==> config.mk <==
export PLATFORM = sky130hd
export DESIGN_NAME = if_stage_fetch_ctrl
export DESIGN_NICKNAME = d
export VERILOG_FILES = /design/src/rtl/if_stage_fetch_ctrl.sv
export SDC_FILE = /design/constraint.sdc
export NUM_CORES = 1
export LEC_CHECK = 0
export ABC_AREA = 1
export CAP_MARGIN = 15
export CORE_MARGIN = 5
export CORE_UTILIZATION = 40
export DETAILED_ROUTE_END_ITERATION = 10
export GPL_ROUTABILITY_DRIVEN = 0
export PLACE_DENSITY_LB_ADDON = 0.15
export REMOVE_ABC_BUFFERS = 1
export SYNTH_ARGS = -nofsm -noshare
export SYNTH_HDL_FRONTEND = slang
export SYNTH_SLANG_ARGS = --single-unit
==> constraint.sdc <==
create_clock -name clk -period 2.4 [get_ports clk]
set_input_delay 0.48 -clock clk [delete_from_list [all_inputs] [get_ports clk]]
set_output_delay 0.48 -clock clk [all_outputs]
set_load 0.02 [all_outputs]
==> src/rtl/if_stage_fetch_ctrl.sv <==
// Fetch stage of the RV32I pipeline: owns the PC and the IF/ID register,
// issues one instruction-memory request at a time, buffers one response
// while decode is stalled, and drops responses that were killed by a flush.
module if_stage_fetch_ctrl #(
    parameter int                XLEN      = 32,
    parameter logic [XLEN-1:0]   RESET_PC  = '0,
    parameter logic [31:0]       NOP_INSTR = 32'h0000_0013
) (
    input  logic            clk,
    input  logic            rst_n,
    input  logic            stall_if,
    input  logic            stall_id,
    input  logic            flush_if,
    input  logic            flush_id,
    input  logic            branch_taken,
    input  logic [XLEN-1:0] branch_target,
    output logic            imem_req,
    output logic [XLEN-1:0] imem_addr,
    input  logic [31:0]     imem_rdata,
    input  logic            imem_rvalid,
    output logic [XLEN-1:0] if_id_pc,
    output logic [31:0]     if_id_instr,
    output logic            if_id_valid,
    output logic            fetch_busy
);

    typedef enum logic [1:0] {
        ST_IDLE,   // nothing outstanding
        ST_WAIT,   // request outstanding at imem
        ST_FULL    // response held in the skid buffer
    } state_t;

    state_t          state_q;
    state_t          state_d;
    logic [XLEN-1:0] pc_q;
    logic            kill_q;
    logic [XLEN-1:0] buf_pc_q;
    logic [31:0]     buf_instr_q;

    // Decoded per-cycle actions shared by the FSM and the datapath
    logic            resp_accept;   // response consumed, PC advances
    logic            resp_load;     // response goes straight into IF/ID
    logic            resp_buffer;   // response parked in the skid buffer
    logic            buf_load;      // skid buffer moves into IF/ID

    // Redirect target is always word aligned; the low two bits are discarded
    logic [XLEN-1:0] redirect_pc;
    assign redirect_pc = branch_target & ~XLEN'(3);

    assign imem_addr  = pc_q;
    assign fetch_busy = (state_q != ST_IDLE);

    // State register
    always_ff @(posedge clk) begin
        // NOTE: sequential state uses non-blocking assignments so every flop
        // samples the pre-edge values regardless of statement order.
        if (!rst_n) begin
            state_q <= ST_IDLE;
        end else begin
            state_q <= state_d;
        end
    end

    // Next-state logic
    always_comb begin
        // NOTE: default assignment first so no path through the block leaves
        // state_d unassigned, which would otherwise infer a latch.
        state_d = state_q;
        unique case (state_q)
            ST_IDLE: begin
                if (imem_req) begin
                    state_d = ST_WAIT;
                end
            end
            ST_WAIT: begin
                if (imem_rvalid) begin
                    state_d = resp_buffer ? ST_FULL : ST_IDLE;
                end
            end
            ST_FULL: begin
                if (flush_if || buf_load) begin
                    state_d = ST_IDLE;
                end
            end
            default: state_d = ST_IDLE;
        endcase
    end

    // Output and action decode
    always_comb begin
        imem_req    = 1'b0;
        resp_accept = 1'b0;
        resp_load   = 1'b0;
        resp_buffer = 1'b0;
        buf_load    = 1'b0;
        unique case (state_q)
            ST_IDLE: begin
                imem_req = rst_n && !stall_if && !branch_taken && !flush_if;
            end
            ST_WAIT: begin
                // A killed or same-cycle-flushed response is simply dropped
                if (imem_rvalid && !kill_q && !flush_if) begin
                    resp_accept = 1'b1;
                    if (!stall_id && !flush_id) begin
                        resp_load = 1'b1;
                    end else begin
                        resp_buffer = 1'b1;
                    end
                end
            end
            ST_FULL: begin
                // flush_if wins over moving the buffered instruction
                buf_load = !flush_if && !stall_id && !flush_id;
            end
            default: ;
        endcase
    end

    // Program counter: redirect beats sequential advance; +4 wraps naturally
    always_ff @(posedge clk) begin
        if (!rst_n) begin
            pc_q <= RESET_PC;
        end else if (branch_taken) begin
            pc_q <= redirect_pc;
        end else if (resp_accept) begin
            pc_q <= pc_q + XLEN'(4);
        end
    end

    // Kill flag: remembers a flush that hit while a request was outstanding
    always_ff @(posedge clk) begin
        if (!rst_n) begin
            kill_q <= 1'b0;
        end else if (state_q == ST_WAIT) begin
            if (imem_rvalid) begin
                kill_q <= 1'b0;
            end else if (flush_if) begin
                kill_q <= 1'b1;
            end
        end
    end

    // Skid buffer holding one response while decode is stalled
    always_ff @(posedge clk) begin
        if (!rst_n) begin
            buf_pc_q    <= '0;
            buf_instr_q <= NOP_INSTR;
        end else if (resp_buffer) begin
            buf_pc_q    <= pc_q;
            buf_instr_q <= imem_rdata;
        end
    end

    // IF/ID register: flush > stall > new data > bubble
    always_ff @(posedge clk) begin
        if (!rst_n) begin
            if_id_pc    <= '0;
            if_id_instr <= NOP_INSTR;
            if_id_valid <= 1'b0;
        end else if (flush_id) begin
            if_id_instr <= NOP_INSTR;
            if_id_valid <= 1'b0;
        end else if (stall_id) begin
            if_id_valid <= if_id_valid;
        end else if (resp_load) begin
            if_id_pc    <= pc_q;
            if_id_instr <= imem_rdata;
            if_id_valid <= 1'b1;
        end else if (buf_load) begin
            if_id_pc    <= buf_pc_q;
            if_id_instr <= buf_instr_q;
            if_id_valid <= 1'b1;
        end else begin
            if_id_instr <= NOP_INSTR;
            if_id_valid <= 1'b0;
        end
    end

    // imem may only answer while exactly one request is outstanding
    a_rvalid_only_in_wait: assert property (
        @(posedge clk) disable iff (!rst_n) imem_rvalid |-> (state_q == ST_WAIT)
    );

endmodule
Word-level counts from Yosys, hierarchy flattened
Index checks and enable logic that the tools add are counted.
{"block": "op_classes", "n_addsub": 1, "eq_ne": 5, "mux": 25, "n_bitwise": 3, "reduce_logical": 25}
{"op": "32-bit two-way mux", "n": 6}
{"op": "32-bit by 3-bit adder with 32-bit output (second input constant)", "n": 1}
{"op": "1-bit two-way mux", "n": 14}
{"op": "1-bit logical AND", "n": 8}
{"op": "2-bit two-way mux", "n": 4}
{"op": "2-bit nonzero test", "n": 4}
{"op": "1-bit logical NOT", "n": 6}
{"op": "2-bit != test (second input constant)", "n": 3}
{"op": "2-bit one-hot mux with 3 select lines", "n": 1}
{"op": "3-bit AND reduction", "n": 2}
{"op": "2-bit OR reduction", "n": 2}
{"op": "1-bit inverter", "n": 3}
{"op": "2-bit by 1-bit == test with 1-bit output (second input constant)", "n": 1}
{"op": "2-bit == test (second input constant)", "n": 1}
{"op": "2-bit logical NOT", "n": 1}
{"op": "2-bit AND reduction", "n": 1}
{"op": "1-bit logical OR", "n": 1}
{"block": "totals", "regBits": 164, "inputBits": 72, "elab_cells": 68}

Logic depth before layout (Yosys ltp)
{"block": "depth", "ltp_word": 8, "mapped_depth": 10}

Worst setup path before layout
Ideal clock, no wire load.
{"block": "synth_timing", "path_kind": "register -> register", "startpoint": "register pc_q[3], in the netlist imem_addr[3]", "endpoint": "register pc_q[22], in the netlist imem_addr[22]", "t_arrival_ns": 1.523, "setup_slack_ns": 0.745, "path_stages_with_launch": 9, "n_path_buf": 0, "period_less_slack_ns": 1.655, "cell_sequence": "dfxtp_1 > ha_1 > nand2_1 > nor2_2 > nand2_1 > nor2_2 > nand3_1 > nand3_1 > a21oi_1"}
{"block": "synth_between", "elab_chain_len": 3}
{"item": "start: declaration", "line_no": "35", "rtl": "logic [XLEN-1:0] pc_q;"}
{"item": "start signal: assignment", "line_no": "124", "rtl": "pc_q <= redirect_pc;"}
{"item": "start signal: assignment", "line_no": "126", "rtl": "pc_q <= pc_q + XLEN'(4);"}
{"item": "32-bit by 3-bit adder with 32-bit output", "line_no": "126"}
{"item": "32-bit two-way mux", "line_no": "125", "rtl": "end else if (resp_accept) begin"}
{"item": "32-bit two-way mux", "line_no": "123", "rtl": "end else if (branch_taken) begin"}
Every way passes these cells. The select of a mux whose other input is x is not followed.
A chain may end at the register's enable or synchronous reset.

Worst setup path in the final report
{"block": "layout_timing", "startpoint": "input port stall_if", "endpoint": "output port imem_req"}
{"block": "layout_between", "elab_chain_len": 5}
{"item": "start: declaration", "line_no": "11", "rtl": "input logic stall_if,"}
{"item": "1-bit logical NOT", "line_no": "98", "rtl": "imem_req = rst_n && !stall_if && !branch_taken && !flush_if;"}
{"item": "1-bit logical AND (3 in series)", "line_no": "98"}
{"item": "1-bit two-way mux", "line_no": "96", "rtl": "unique case (state_q)"}
{"item": "end: declaration", "line_no": "17", "rtl": "output logic imem_req,"}
Every way passes these cells.

==> metrics.txt <==
DR iter-0 viols 331; grt ovf 0; nets 1262; Finished Layout Cells around 1400; hpwl dp 14700 um; drt drc 0; crit start category primary input; final setup vio count 0; Pre-antenna DRT Iters 5; met3 WL 1420 um; xor/xnor share of the synthesized area 0.00619; switching power roughly 0.0014 W; most frequent cells in the layout nand2_1, clkdlybuf4s50_1, dfxtp_1; vias in the first global route 6734; clk root buf clkbuf_16; initial antenna violation count 0; WP data arrival about 1800 ps; Clk pwr share 0.451; final wirelength 21400 um; number of synthesized flops with an enable pin 0; wire length on met2 between 10000 and 15000 um; clock period minus final worst setup slack 2320 ps; WL/cell 15.0 um; crit path max fanout 2; register area share after synthesis 0.447; core area between 15000 and 20000 um2; RSZ-0062 raised after global routing no; status finished clean; clock buffer depth 2; clk sinks ~160; Mapped Area 7070 um2; flops & latches, synth 158; YS warnings 0; post-synthesis mux area share 0; Top FF cell, synth dfxtp_1; clk_lat worst skew between 400 and 500 ps; clock transition at the registers of the reported paths 60 ps; top layer in use met4; Worst Max-Slew Pin Slew 700 ps; worst hold path class flip-flop to flip-flop; largest family of logic cells by synthesized area simple AND/OR/NAND/NOR gates; first-pass GRT wire length 34800 um; Final Worst Setup Slack just over 80 ps; Via Count 7074; Int Pwr 0.00441 W; Sw Share 0.247; Synth Area per Inst 6.84 um2; # diodes 0; Hold Buf Count CTS 0; max-slew violations 0; port buffer count between 150 and 200; Starting Density 0.409; Clock Skew approximately 9 ps; Sequential Power Share 0.464; Final Hold Vio Count 0; Critical Path End Type output pin; Gate power share 0.084; slew margin rel. 0.533; Total GRT Usage 0.213; area post-placement 8990 um2; Pleak ~3.8 nW; maxcap violations 0; # IOs 171; post-synthesis simple-gate area fraction 0.264; pwr dens about 610 nW/um2; Post-synth ARST share 0; M1 WL 9540 um; Routed Antenna Nets 0; Max Freq 431 MHz; commonest non-fill, non-tap cell in the layout nand2_1; Synth cell types 36; die height 143 um; Final Cell Area 9570 um2; critical path class primary input to output pin; Mapped Cells 1034; die area 20400 um2; CTS tree done; Post-Synth Adder-Cell Area 0.00177; Inst Count DP ~1400; Placement Setup Slack -117 ps; num rows 48; CTS Buf Count 17; die width ~140 um; H-tree depth 4; largest net degree at the start of global routing 70; Layout area overhead 35.3%; Req. time, crit path ~1900 ps; peak supply drop 474 uV; Synth Area in Compound Gates 0.171; Via density 4.96; layout cells sized above 1 0.0666; Final Cycle Share 0.966
worst paths after layout:
| kind | startpoint | endpoint | slack [ps] | depth (start not counted) |
|---|---|---|---|---|
| worst max-delay path | stall_if | imem_req | 80 | 5 |
| worst min-delay path | buf_instr_q[31]$_SDFFE_PN0P_ | buf_instr_q[31]$_SDFFE_PN0P_ | 450 | 2 |
| worst max register to register | imem_addr[3]$_SDFFE_PN0P_ | imem_addr[24]$_SDFFE_PN0P_ | 490 | 9 |
| worst min register to register | buf_instr_q[31]$_SDFFE_PN0P_ | buf_instr_q[31]$_SDFFE_PN0P_ | 450 | 2 |
worst max-delay path, stage by stage:
cell             delay, ps
clkdlybuf4s50_1        410
nor3_1                 170
nand3_1                100
inv_1                   80
clkdlybuf4s50_1        600
final cells by class:
cell class                 instances  area, um2
multi-input combinational        688       3150
inverter                         133        499
fill                            1725       7720
timing repair buffer             191       1900
sequential                       158       3160
clock inverter                    11        109
clock buffer                      21        470
tap                              225        282
Yosys cell counts (all sizes together), types with 3 or more instances:
cell type	n	area share
o22ai	25	0.022
xor2	4	0.0050
nand3	70	0.051
a31oi	7	0.0062
inv	132	0.070
nor3	3	0.0021
nand2	240	0.13
clkbuf	30	0.016
and2	3	0.0027
o221ai	3	0.0037
a31o	4	0.0050
dfxtp	158	0.45
buf	28	0.023
a21oi	92	0.065
nor2	131	0.076
o21ai	94	0.067
metrics by stage:
stage | setup TNS, ps | util | total power (W) | hold slack, ps
floorplan | -8860 | - | 0.00296 | 423
global placement | -141 | 0.520 | 0.00327 | 433
detailed placement | -117 | 0.520 | 0.00327 | 438
CTS | 0 | 0.553 | 0.00591 | 448
global route | 0 | 0.553 | 0.00609 | 460
finish | 0 | 0.553 | 0.00586 | 446
layer usage:
metal	vias up	track usage
met5	-	0
met4	0	0.0650
met3	25	0.0516
met2	194	0.351
met1	3247	0.277
li1	3608	-
logic make-up (layout without fill, tap and decap cells):
logic type                 count (synthesis)  after routing
other                                      1              4
AOI/OAI and AO/OA                        227            227
DFF                                      158            158
xor gates and xnor gates                   5              5
adders and majority gates                  1              1
buffers and inverters                    191            356
and+or+nand+nor                          451            451
power by group through the flow:
stage	sequential (W)	clock, W	combinational (W)
floorplan	0.00280	0	0.000161
global placement	0.00278	0	0.000494
detailed placement	0.00278	0	0.000493
CTS	0.00272	0.00269	0.000496
global route	0.00273	0.00282	0.000538
finish	0.00272	0.00264	0.000493
timing repair:
item | CTS | global route
endpoints found under the hold margin | 0 | 0
resized for setup | 1 | 0
setup endpoints to repair | 1 | 0
setup buffers | 0 | 0
registers in the layout, indices dropped and copies added (netlist names):
name         flops
buf_pc_q        30
if_id_instr     32
state_q          2
if_id_pc        30
if_id_valid      1
kill_q           1
imem_addr       30
buf_instr_q     32
No activity file was read; power rests on OpenSTA's default activity.
